`src/rtl/temporizador_ctrl.sv`:
```
// BCD hh:mm:ss countdown timer: load, run, pause, expiry and alarm sequencing.
// States: IDLE (stopped), CONTANDO (decrementing), PAUSA (frozen), FIN (alarm up).
module temporizador_ctrl #(
  parameter int ALARMA_SEG = 10
) (
  input  logic       clk,
  input  logic       reset,
  input  logic       tick_1hz,
  input  logic       cargar,
  input  logic [7:0] hora_in,
  input  logic [7:0] minuto_in,
  input  logic [7:0] segundo_in,
  input  logic       iniciar,
  input  logic       detener,
  input  logic       ack,
  output logic [7:0] hora_out,
  output logic [7:0] minuto_out,
  output logic [7:0] segundo_out,
  output logic       activo,
  output logic       fin,
  output logic       alarma,
  output logic       error_carga
);

  typedef enum logic [1:0] {
    IDLE     = 2'd0,
    CONTANDO = 2'd1,
    PAUSA    = 2'd2,
    FIN      = 2'd3
  } estado_t;

  localparam logic [7:0] ALARMA_LIM = 8'(ALARMA_SEG);

  estado_t     state_q;
  logic [23:0] valor_q;
  logic [7:0]  cuenta_q;
  logic        activo_q, fin_q, alarma_q, error_q;

  logic [23:0] valor_dec_d;
  logic        carga_valida_d;
  logic        borrow_s, borrow_m;

  // Two-digit BCD decrement; 00 wraps to {tens_wrap, 9}.
  function automatic logic [7:0] dec2(input logic [7:0] v, input logic [3:0] tens_wrap);
    logic [7:0] r;
    if (v[3:0] != 4'd0)
      r = {v[7:4], v[3:0] - 4'd1};
    else if (v[7:4] != 4'd0)
      r = {v[7:4] - 4'd1, 4'd9};
    else
      r = {tens_wrap, 4'd9};
    return r;
  endfunction

  always_comb begin
    borrow_s    = (valor_q[7:0] == 8'h00);
    borrow_m    = borrow_s && (valor_q[15:8] == 8'h00);
    valor_dec_d = valor_q;
    valor_dec_d[7:0] = dec2(valor_q[7:0], 4'd5);
    if (borrow_s)
      valor_dec_d[15:8] = dec2(valor_q[15:8], 4'd5);
    if (borrow_m)
      valor_dec_d[23:16] = dec2(valor_q[23:16], 4'd2);
  end

  // Packed-byte compares are valid BCD bounds once the units nibbles are <= 9.
  always_comb begin
    carga_valida_d = (hora_in <= 8'h23) && (minuto_in <= 8'h59) && (segundo_in <= 8'h59)
                  && (hora_in[3:0] <= 4'd9) && (minuto_in[3:0] <= 4'd9)
                  && (segundo_in[3:0] <= 4'd9);
  end

  always_ff @(posedge clk) begin
    if (reset) begin
      state_q  <= IDLE;
      valor_q  <= 24'h000000;
      cuenta_q <= 8'd0;
      activo_q <= 1'b0;
      fin_q    <= 1'b0;
      alarma_q <= 1'b0;
      error_q  <= 1'b0;
    end else begin
      fin_q   <= 1'b0;
      error_q <= 1'b0;
      if (cargar && state_q != CONTANDO) begin
        if (carga_valida_d) begin
          valor_q  <= {hora_in, minuto_in, segundo_in};
          state_q  <= IDLE;
          activo_q <= 1'b0;
          alarma_q <= 1'b0;
          cuenta_q <= 8'd0;
        end else begin
          error_q <= 1'b1;
        end
      end else if (detener && state_q == CONTANDO) begin
        state_q  <= PAUSA;
        activo_q <= 1'b0;
      end else if (iniciar && (state_q == IDLE || state_q == PAUSA)
                   && valor_q != 24'h000000) begin
        state_q  <= CONTANDO;
        activo_q <= 1'b1;
      end else if (ack && state_q == FIN) begin
        state_q  <= IDLE;
        alarma_q <= 1'b0;
        cuenta_q <= 8'd0;
      end else if (tick_1hz) begin
        case (state_q)
          CONTANDO: begin
            valor_q <= valor_dec_d;
            if (valor_dec_d == 24'h000000) begin
              fin_q    <= 1'b1;
              state_q  <= FIN;
              activo_q <= 1'b0;
              alarma_q <= 1'b1;
              cuenta_q <= 8'd0;
            end
          end
          FIN: begin
            if (cuenta_q + 8'd1 == ALARMA_LIM) begin
              state_q  <= IDLE;
              alarma_q <= 1'b0;
              cuenta_q <= 8'd0;
            end else begin
              cuenta_q <= cuenta_q + 8'd1;
            end
          end
          default: ;
        endcase
      end
    end
  end

  assign hora_out    = valor_q[23:16];
  assign minuto_out  = valor_q[15:8];
  assign segundo_out = valor_q[7:0];
  assign activo      = activo_q;
  assign fin         = fin_q;
  assign alarma      = alarma_q;
  assign error_carga = error_q;

endmodule

```
`config.mk`:
```
export PLATFORM = sky130hd
export DESIGN_NAME = temporizador_ctrl
export DESIGN_NICKNAME = d
export VERILOG_FILES = /design/src/rtl/temporizador_ctrl.sv
export SDC_FILE = /design/constraint.sdc
export NUM_CORES = 1
export LEC_CHECK = 0
export CORE_UTILIZATION = 50
export CTS_CLUSTER_DIAMETER = 200
export DETAILED_ROUTE_END_ITERATION = 12
export GPL_TIMING_DRIVEN = 0
export PLACE_DENSITY = 0.8
export SETUP_SLACK_MARGIN = 0.5
export SLEW_MARGIN = 10
export SYNTH_ARGS = -nofsm -noshare
export SYNTH_HDL_FRONTEND = slang
export SYNTH_SLANG_ARGS = --single-unit
```
`constraint.sdc`:
```
create_clock -name clk -period 3.2 [get_ports clk]
set_clock_uncertainty 0.1 [all_clocks]
set_input_delay 0.64 -clock clk [delete_from_list [all_inputs] [get_ports clk]]
set_output_delay 0.64 -clock clk [all_outputs]
set_load 0.005 [all_outputs]
```
==> metrics.md, run 1 <==
| Metric | Value |
|---|---|
| Outcome | `completed` |
| Headroom to the max-slew limit | `56.70%` |
| Buffers on Ports | `57` |
| WS Path Type | `flop to flop` |
| Synth warn | `0` |
| Diode count | `0` |
| Initial Util | `53.21%` |
| Seq/Total Area, Yosys | `29.49%` |
| Initial DRC Count | `274` |
| Die W | `around 74 µm` |
| Hold WS | `0.3816 ns` |
| XOR/XNOR share of the synthesized area | `0.6790%` |
| Max Cap Violations | `0` |
| Main combinational cell family by area after synthesis | `simple AND/OR/NAND/NOR gates` |
| Residual DRC count | `0` |
| Ys flop type | `dfxtp_1` |
| CP Capture Point | `cuenta_q[2]` |
| Clk buf depth | `2` |
| Mapped Avg Cell Area | `7.544 µm²` |
| Syn Inst Count | `between 300 and 400` |
| Tightest Hold Check Type | `flop to flop` |
| P_leak | `1.202 nW` |
| Detailed-route vias per instance | `6.289` |
| R2R cell count | `8` |
| RR Endpoint | `cuenta_q[2]` |
| Cell total after placement | `466` |
| CP arrival | `2.73 ns` |
| Pin count of the biggest net entering global routing | `13` |
| Slack of the worst reg-to-reg path | `about 0.56 ns` |
| # rows | `25` |
| Critical path capture point type | `flop` |
| Worst setup SP type | `flop` |
| Max stage delay on crit path | `0.53 ns` |
| Synth Register Bits | `38` |
| GRT Util Overall | `29.65%` |
| Filler cell count | `421` |
| Clock Sinks | `38` |
| CTS buffer count | `5` |
| VDD IR max | `0.2788 mV` |
| TritonRoute pass-1 iters | `7` |
| Area leader, netlist | `dfxtp_1` |
| Clock transition at the registers of the reported paths | `0.09 ns` |
| Drt wl/cell | `16.86 µm` |
| Gpl congestion | `0.9056` |
| R2r startpoint | `valor_q[0]` |
| Clock insertion delay at the later pin of the skew report | `0.30 ns` |
| Syn nets | `between 300 and 400` |
| Slew Limit Fails | `0` |
| Pwr Density | `446.0 nW/µm²` |
| Unique masters post-synth | `67` |
| Final setup violation count | `0` |
| Tmin final | `~2.6 ns` |
| Post-synthesis adder-cell area fraction | `1.940%` |
| Post-synth EDFFs | `0` |
| Slew @ Worst Pin | `0.6495 ns` |
| Layout area overhead | `32.30%` |
| Utilization after layout | `70.40%` |
| Core area | `4848 µm²` |
| CTS Root Cell | `clkbuf_8` |
| DP HPWL | `~5700 µm` |
| Critical-path top delay cell | `or4_4` |
| Critical path origin | `valor_q[0]` |
| Overflow after GRT | `0` |
| First-pass GRT wire length | `12,320 µm` |
| Post-route insts no fill | `477` |
| I/O pin cnt | `59` |
| Unrepaired setup endpoints after global routing | `true` |
| Max frequency | `0.3784 GHz` |
| Total number of vias | `3,000` |
| CP most frequent cell | `buf_6` |
| Die Y | `73.83 µm` |
| Vias in the first global route | `2,597` |
| Crit-path cells | `buf_6, or4_4, buf_6, o31ai_1, and2_4, o2111a_4, o21ai_4, a311o_2` |
| Multiplexer share of the synthesized area | `under 10%` |
| Compound-gate portion of the synthesized area | `between 20 and 30%` |
| CTS tree | `built` |
| Endpoints failing hold | `0` |
| H-tree levels | `2` |
| Final Cycle Share | `82.59%` |
| Asr flop ratio synth | `0%` |
| Synth Area in Simple Gates | `30.65%` |
| Routed Antenna Nets | `0` |
| Final wirelength | `8040 µm` |
| Share of cells above drive strength 1 | `10.73%` |
| Area share of the largest cell type after synthesis | `29.49%` |
| Crit-path max FO | `9` |
| Hold_buf cts | `0` |
| Post-synthesis cell area | `around 2600 µm²` |
| Critical Path RT | `~3.3 ns` |
| Synth top area cells | `dfxtp_1, nand2_1, a21oi_1` |
| Initial antenna violation count | `0` |
| Final nets | `445` |
| Die footprint | `5451 µm²` |
-- cells by family after synthesis --
| group | Yosys count |
|---|---|
| buf+inv | 29 |
| fa+ha+maj | 4 |
| compound gates | 115 |
| xor+xnor | 2 |
| mux | 5 |
| flops | 38 |
| simple gates | 149 |
-- sequential cells by signal, indices dropped and copies added (netlist names) --
register and count:
cuenta_q 8, activo 1, state_q 2, error_carga 1, alarma 1, valor_q 24
fin 1
-- stage by stage --
step	area [µm²]	setup WS, ns	TNS [ns]	power (W)
floorplan	2580	0.6284	0	0.0009384
global placement	3234	-0.1490	-1.345	0.001131
detailed placement	3234	-0.1722	-1.752	0.001140
CTS	3354	0.5054	0	0.001475
finish	3413	0.5573	0	0.001522
global route	3413	0.4848	0	0.001600
-- what timing repair did --
action	in CTS	in global routing
endpoints found under the hold margin	0	0
pin swaps	1	2
gates resized for setup	5	13
endpoints found under the setup margin	28	12
buffers inserted	2	2
-- worst min-delay path by stage --
stage          cells after the start     endpoint   startpoint
2_1_floorplan                      2  valor_q[15]  valor_q[15]
3_3_place_gp                       2  valor_q[15]  valor_q[15]
3_5_place_dp                       2  valor_q[15]  valor_q[15]
4_1_cts                            2  valor_q[15]  valor_q[15]
5_1_grt                            1       alarma       alarma
6_report                           2  valor_q[15]  valor_q[15]
-- placed cells by master (no fill, tap or decap), types with 4 or more instances in the layout --
cell type        count
o211ai_1            11
nand3_1             15
nand2_1             49
a21oi_1             30
inv_1                7
a211oi_1             4
nor3_1               6
nor4_1               5
clkdlybuf4s50_1     57
ha_1                 4
a31oi_1              5
o31ai_1              5
nor2_1              25
dfxtp_1             37
buf_4                5
clkbuf_1            15
o21ai_0             25
nor2b_1              4
or4_1                4
clkbuf_8             5
nor4b_1              4
-- synthesized netlist by cell type (all sizes together) (3+ instances only) --
cell type  instances
a31oi              5
o41ai              3
or4                7
nand3             15
o21ai             27
buf                4
o211ai            11
dfxtp             38
nor3               8
a21o               4
a211oi             4
nand2b             4
and3               3
a21oi             31
o31ai              5
inv                7
mux2               3
or3                3
nor4               9
ha                 4
clkbuf            18
o2111ai            3
nor4b              4
nand2             49
nor2b              6
nor2              25
and2               5
-- report_power, final --
group / total, W / internal [W] / switching [W]
clock: 0.000331 / 0.000149 / 0.000182
combinational: 0.000640 / 0.000285 / 0.000355
sequential: 0.000551 / 0.000505 / 0.0000467
-- cell type report --
| class | count | area (µm²) | share of cell area [%] |
|---|---|---|---|
| plain buffers | 22 | 111.4 | 3.262 |
| multi-input cells | 275 | 1745 | 51.14 |
| inverters | 7 | 26.28 | 0.7698 |
| flip-flops and latches | 38 | 762.0 | 22.32 |
| clock buffers | 5 | 68.82 | 2.016 |
| clock inverters | 2 | 15.01 | 0.4399 |
| well taps | 67 | 83.83 | 2.456 |
| repair buffers | 61 | 600.6 | 17.60 |
-- routing by layer --
layer  GRT usage (%)  vias up  wire length [µm]
met5               0        -                 0
met4           12.18        0               165
met3           5.761       26               624
met2           50.87      156              3993
met1           36.10     1395              3256
li1                -     1423                 -
-- critical path: cells and delay by family (launching register included) --
family,cells,cell delay (ns)
DFF,1,0.33
and+or+nand+nor,2,0.77
AOI/OAI and AO/OA,4,1.06
buffers and inverters,2,0.28
Power figures use the tool's default switching activity.
==> run 2: changes to the inputs <==
--- a/config.mk
+++ b/config.mk
@@ -5,11 +5,11 @@
 export SDC_FILE = /design/constraint.sdc
 export NUM_CORES = 1
 export LEC_CHECK = 0
-export CORE_UTILIZATION = 50
+export CORE_UTILIZATION = 46
 export CTS_CLUSTER_DIAMETER = 200
 export DETAILED_ROUTE_END_ITERATION = 12
 export GPL_TIMING_DRIVEN = 0
-export PLACE_DENSITY = 0.8
+export PLACE_DENSITY = 0.77
 export SETUP_SLACK_MARGIN = 0.5
 export SLEW_MARGIN = 10
 export SYNTH_ARGS = -nofsm -noshare
==> constraint.sdc (replaced) <==
create_clock -name clk -period 2.2 [get_ports clk]
set_clock_uncertainty 0.1 [all_clocks]
set_input_delay 0.44 -clock clk [delete_from_list [all_inputs] [get_ports clk]]
set_output_delay 0.44 -clock clk [all_outputs]
set_load 0.005 [all_outputs]
==> metrics.md, run 2 (same netlist as run 1, synthesis figures left out) <==
| Metric | Value |
|---|---|
| Most flop-heavy register | `valor_q` |
| CTS buffer count | `5 (unchanged)` |
| # rows | `26 (+4.0%)` |
| Filler cell count | `216 (-49%)` |
| Routing usage on met1 | `44.74% (+8.6 points)` |
| Cell total after placement | `469 (+0.64%)` |
| Buffers on Ports | `57 (unchanged)` |
| Clock transition at the registers of the reported paths | `0.09 ns (about the same)` |
| Final setup violation count | `29 (+29)` |
| Pin count of the biggest net entering global routing | `12 (-1)` |
| Residual DRC count | `0 (unchanged)` |
| Critical Path RT | `2.30 ns (-0.99 ns)` |
| CTS tree | `built` |
| Die Y | `76.89 µm (+4.1%)` |
| Critical-path top delay cell | `xor2_1` |
| Initial DRC Count | `634 (+130%)` |
| Layout area overhead | `83.95%` |
| Final Cycle Share | `120.2% (+38 points)` |
| TritonRoute pass-1 iters | `6 (-1)` |
| Worst setup SP type | `flop` |
| Max Cap Violations | `0 (unchanged)` |
| Hold Path Stages | `2 (unchanged)` |
| Slew Limit Fails | `0 (unchanged)` |
| Utilization after layout | `90.61% (+20 points)` |
| R2R cell count | `9 (+1)` |
| Routed Antenna Nets | `0 (unchanged)` |
| Crit-path cells | `inv_2, buf_4, ha_1, xor2_1, o21ai_0, and4_4, o2111a_4, o21ai_4, mux2_4` |
| Failing checks | `setup timing` |
| Met2 Usage GRT | `60.27% (+9.4 points)` |
| Gpl congestion | `0.8927 (-1.4%)` |
| Die W | `76.89 µm (+4.1%)` |
| Final nets | `516 (+16%)` |
| GRT Util Overall | `37.83% (+8.2 points)` |
| Largest register FFs | `24 (unchanged)` |
| Clock insertion delay at the later pin of the skew report | `0.31 ns (about the same)` |
| Tmin final | `2.645 ns (+0.002018 ns)` |
| P_leak | `2.019 nW (+68%)` |
| First-pass GRT wire length | `17,370 µm (+41%)` |
| Total number of vias | `4,068 (+36%)` |
| Hold_buf cts | `0 (unchanged)` |
| Met3 Resource Use GR | `9.524% (+3.8 points)` |
| Endpoints failing hold | `0 (unchanged)` |
| WS Path Type | `flop to flop` |
| Post-route insts no fill | `553 (+16%)` |
| Most frequent cells in the layout | `buf_4, nand2_1, buf_6, dlygate4sd2_1` |
| Post-Route Setup TNS | `-7.493 ns (-7.493 ns)` |
| Slew @ Worst Pin | `0.8340 ns (+0.1845 ns)` |
| Outcome | `complete, but fails checks` |
| Clock Sinks | `38 (unchanged)` |
| Clk pwr share | `16.3% (-5.4 points)` |
| CP arrival | `2.75 ns (+0.02 ns)` |
| Core area | `5238 µm² (+8.0%)` |
| H-tree levels | `2 (unchanged)` |
| Share of cells above drive strength 1 | `48.34% (+38 points)` |
| Initial antenna violation count | `0 (unchanged)` |
| Max frequency | `0.3781 GHz (about the same)` |
| Sw Share | `42.18% (+3.8 points)` |
| Pwr Density | `709.1 nW/µm² (+59%)` |
| VDD IR max | `0.4499 mV (+61%)` |
| Headroom to the max-slew limit | `44.28% (-12 points)` |
| I/O pin cnt | `59 (unchanged)` |
| DP HPWL | `6133 µm (+8.3%)` |
| Die footprint | `5912 µm² (+8.5%)` |
| Seq pwr share | `23.8% (-12 points)` |
| Psw | `0.001419 W (+140%)` |
| Tightest Hold Check Type | `flop to flop` |
| Crit-path max FO | `3 (-6)` |
| Overflow after GRT | `0 (unchanged)` |
| Top flop regs | `valor_q x24, cuenta_q x8, state_q x2` |
| Vias in the first global route | `3,439 (+32%)` |
| Drt wl/cell | `26.85 µm (+59%)` |
| Cell Int Power | `0.001946 W (+110%)` |
| CTS Root Cell | `clkbuf_8` |
| Final wirelength | `14,850 µm (+85%)` |
| Final setup margin | `-0.4448 ns (-1.002 ns)` |
| Pre-CTS setup slack | `-0.6059 ns (-0.4336 ns)` |
| Initial Util | `49.26% (-4.0 points)` |
| Unrepaired setup endpoints after global routing | `true` |
| Logic gate share of total power | `59.9% (+18 points)` |
| Detailed-route vias per instance | `7.356 (+17%)` |
| Most common cell after layout, fill and taps aside | `buf_4` |
| Busiest layer in global routing | `met2` |
| Critical path capture point type | `flop` |
| Clk buf depth | `2 (unchanged)` |
| Max stage delay on crit path | `0.35 ns (-0.18 ns)` |
[run 2: repair_timing]
action,4_1_cts,5_1_grt
setup endpoints to repair,61,44
gates resized for setup,190,84
cloned,1,0
pin swaps,50,45
buffers inserted,48,26
[run 2: path summary, 6_finish.rpt]
path	from	end	slack [ns]
worst max-delay path	valor_q[20]	cuenta_q[1]	-0.44
worst min register to register	valor_q[15]	valor_q[15]	0.39
worst max register to register	valor_q[20]	cuenta_q[1]	-0.44
worst min-delay path	valor_q[15]	valor_q[15]	0.39
[run 2: stage by stage]
| step | instance area, µm² | hold WS [ns] | power, W |
|---|---|---|---|
| after detailed placement | 3403 | 0.3697 | 0.001779 |
| final | 4746 | 0.3919 | 0.003365 |
| after global routing | 4743 | 0.4210 | 0.003441 |
| after global placement | 3403 | 0.3637 | 0.001768 |
| after floorplan | 2745 | 0.3525 | 0.001465 |
| after CTS | 4223 | 0.3579 | 0.002691 |
[run 2: final cells by class]
class,instances,area (µm²),share of cell area [%]
flip-flops and latches,38,837.1,17.64
repair buffers,132,1200,25.28
clock inverters,1,5.005,0.1055
inverters,7,26.28,0.5537
diodes,1,2.502,0.05273
plain buffers,22,187.7,3.955
well taps,70,87.58,1.846
multi-input cells,275,2313,48.75
clock buffers,7,86.33,1.819
[run 2: worst max-delay path: cells and delay by family (launching register included)]
kind                       cells  cell delay (ns)
adders and majority gates      1             0.28
buffers and inverters          2             0.21
xor gates and xnor gates       1             0.35
muxes                          1             0.32
DFF                            1             0.34
AOI/OAI and AO/OA              3             0.69
and+or+nand+nor                1             0.24
[run 2: layer usage]
layer | part of all wire (%) | vias to the layer above
met4 | 8.4 | 0
met1 | 35 | 1867
met3 | 13 | 154
met5 | 0 | -
li1 | - | 1576
met2 | 44 | 471
[run 2: power by group through the flow]
stage | Sequential [W] | Clock (W) | Combinational (W)
global route | 0.000803 | 0.000561 | 0.00208
finish | 0.000801 | 0.000547 | 0.00202
global placement | 0.000817 | 0 | 0.000951
detailed placement | 0.000819 | 0 | 0.000960
CTS | 0.000788 | 0.000525 | 0.00138
floorplan | 0.000807 | 0 | 0.000658
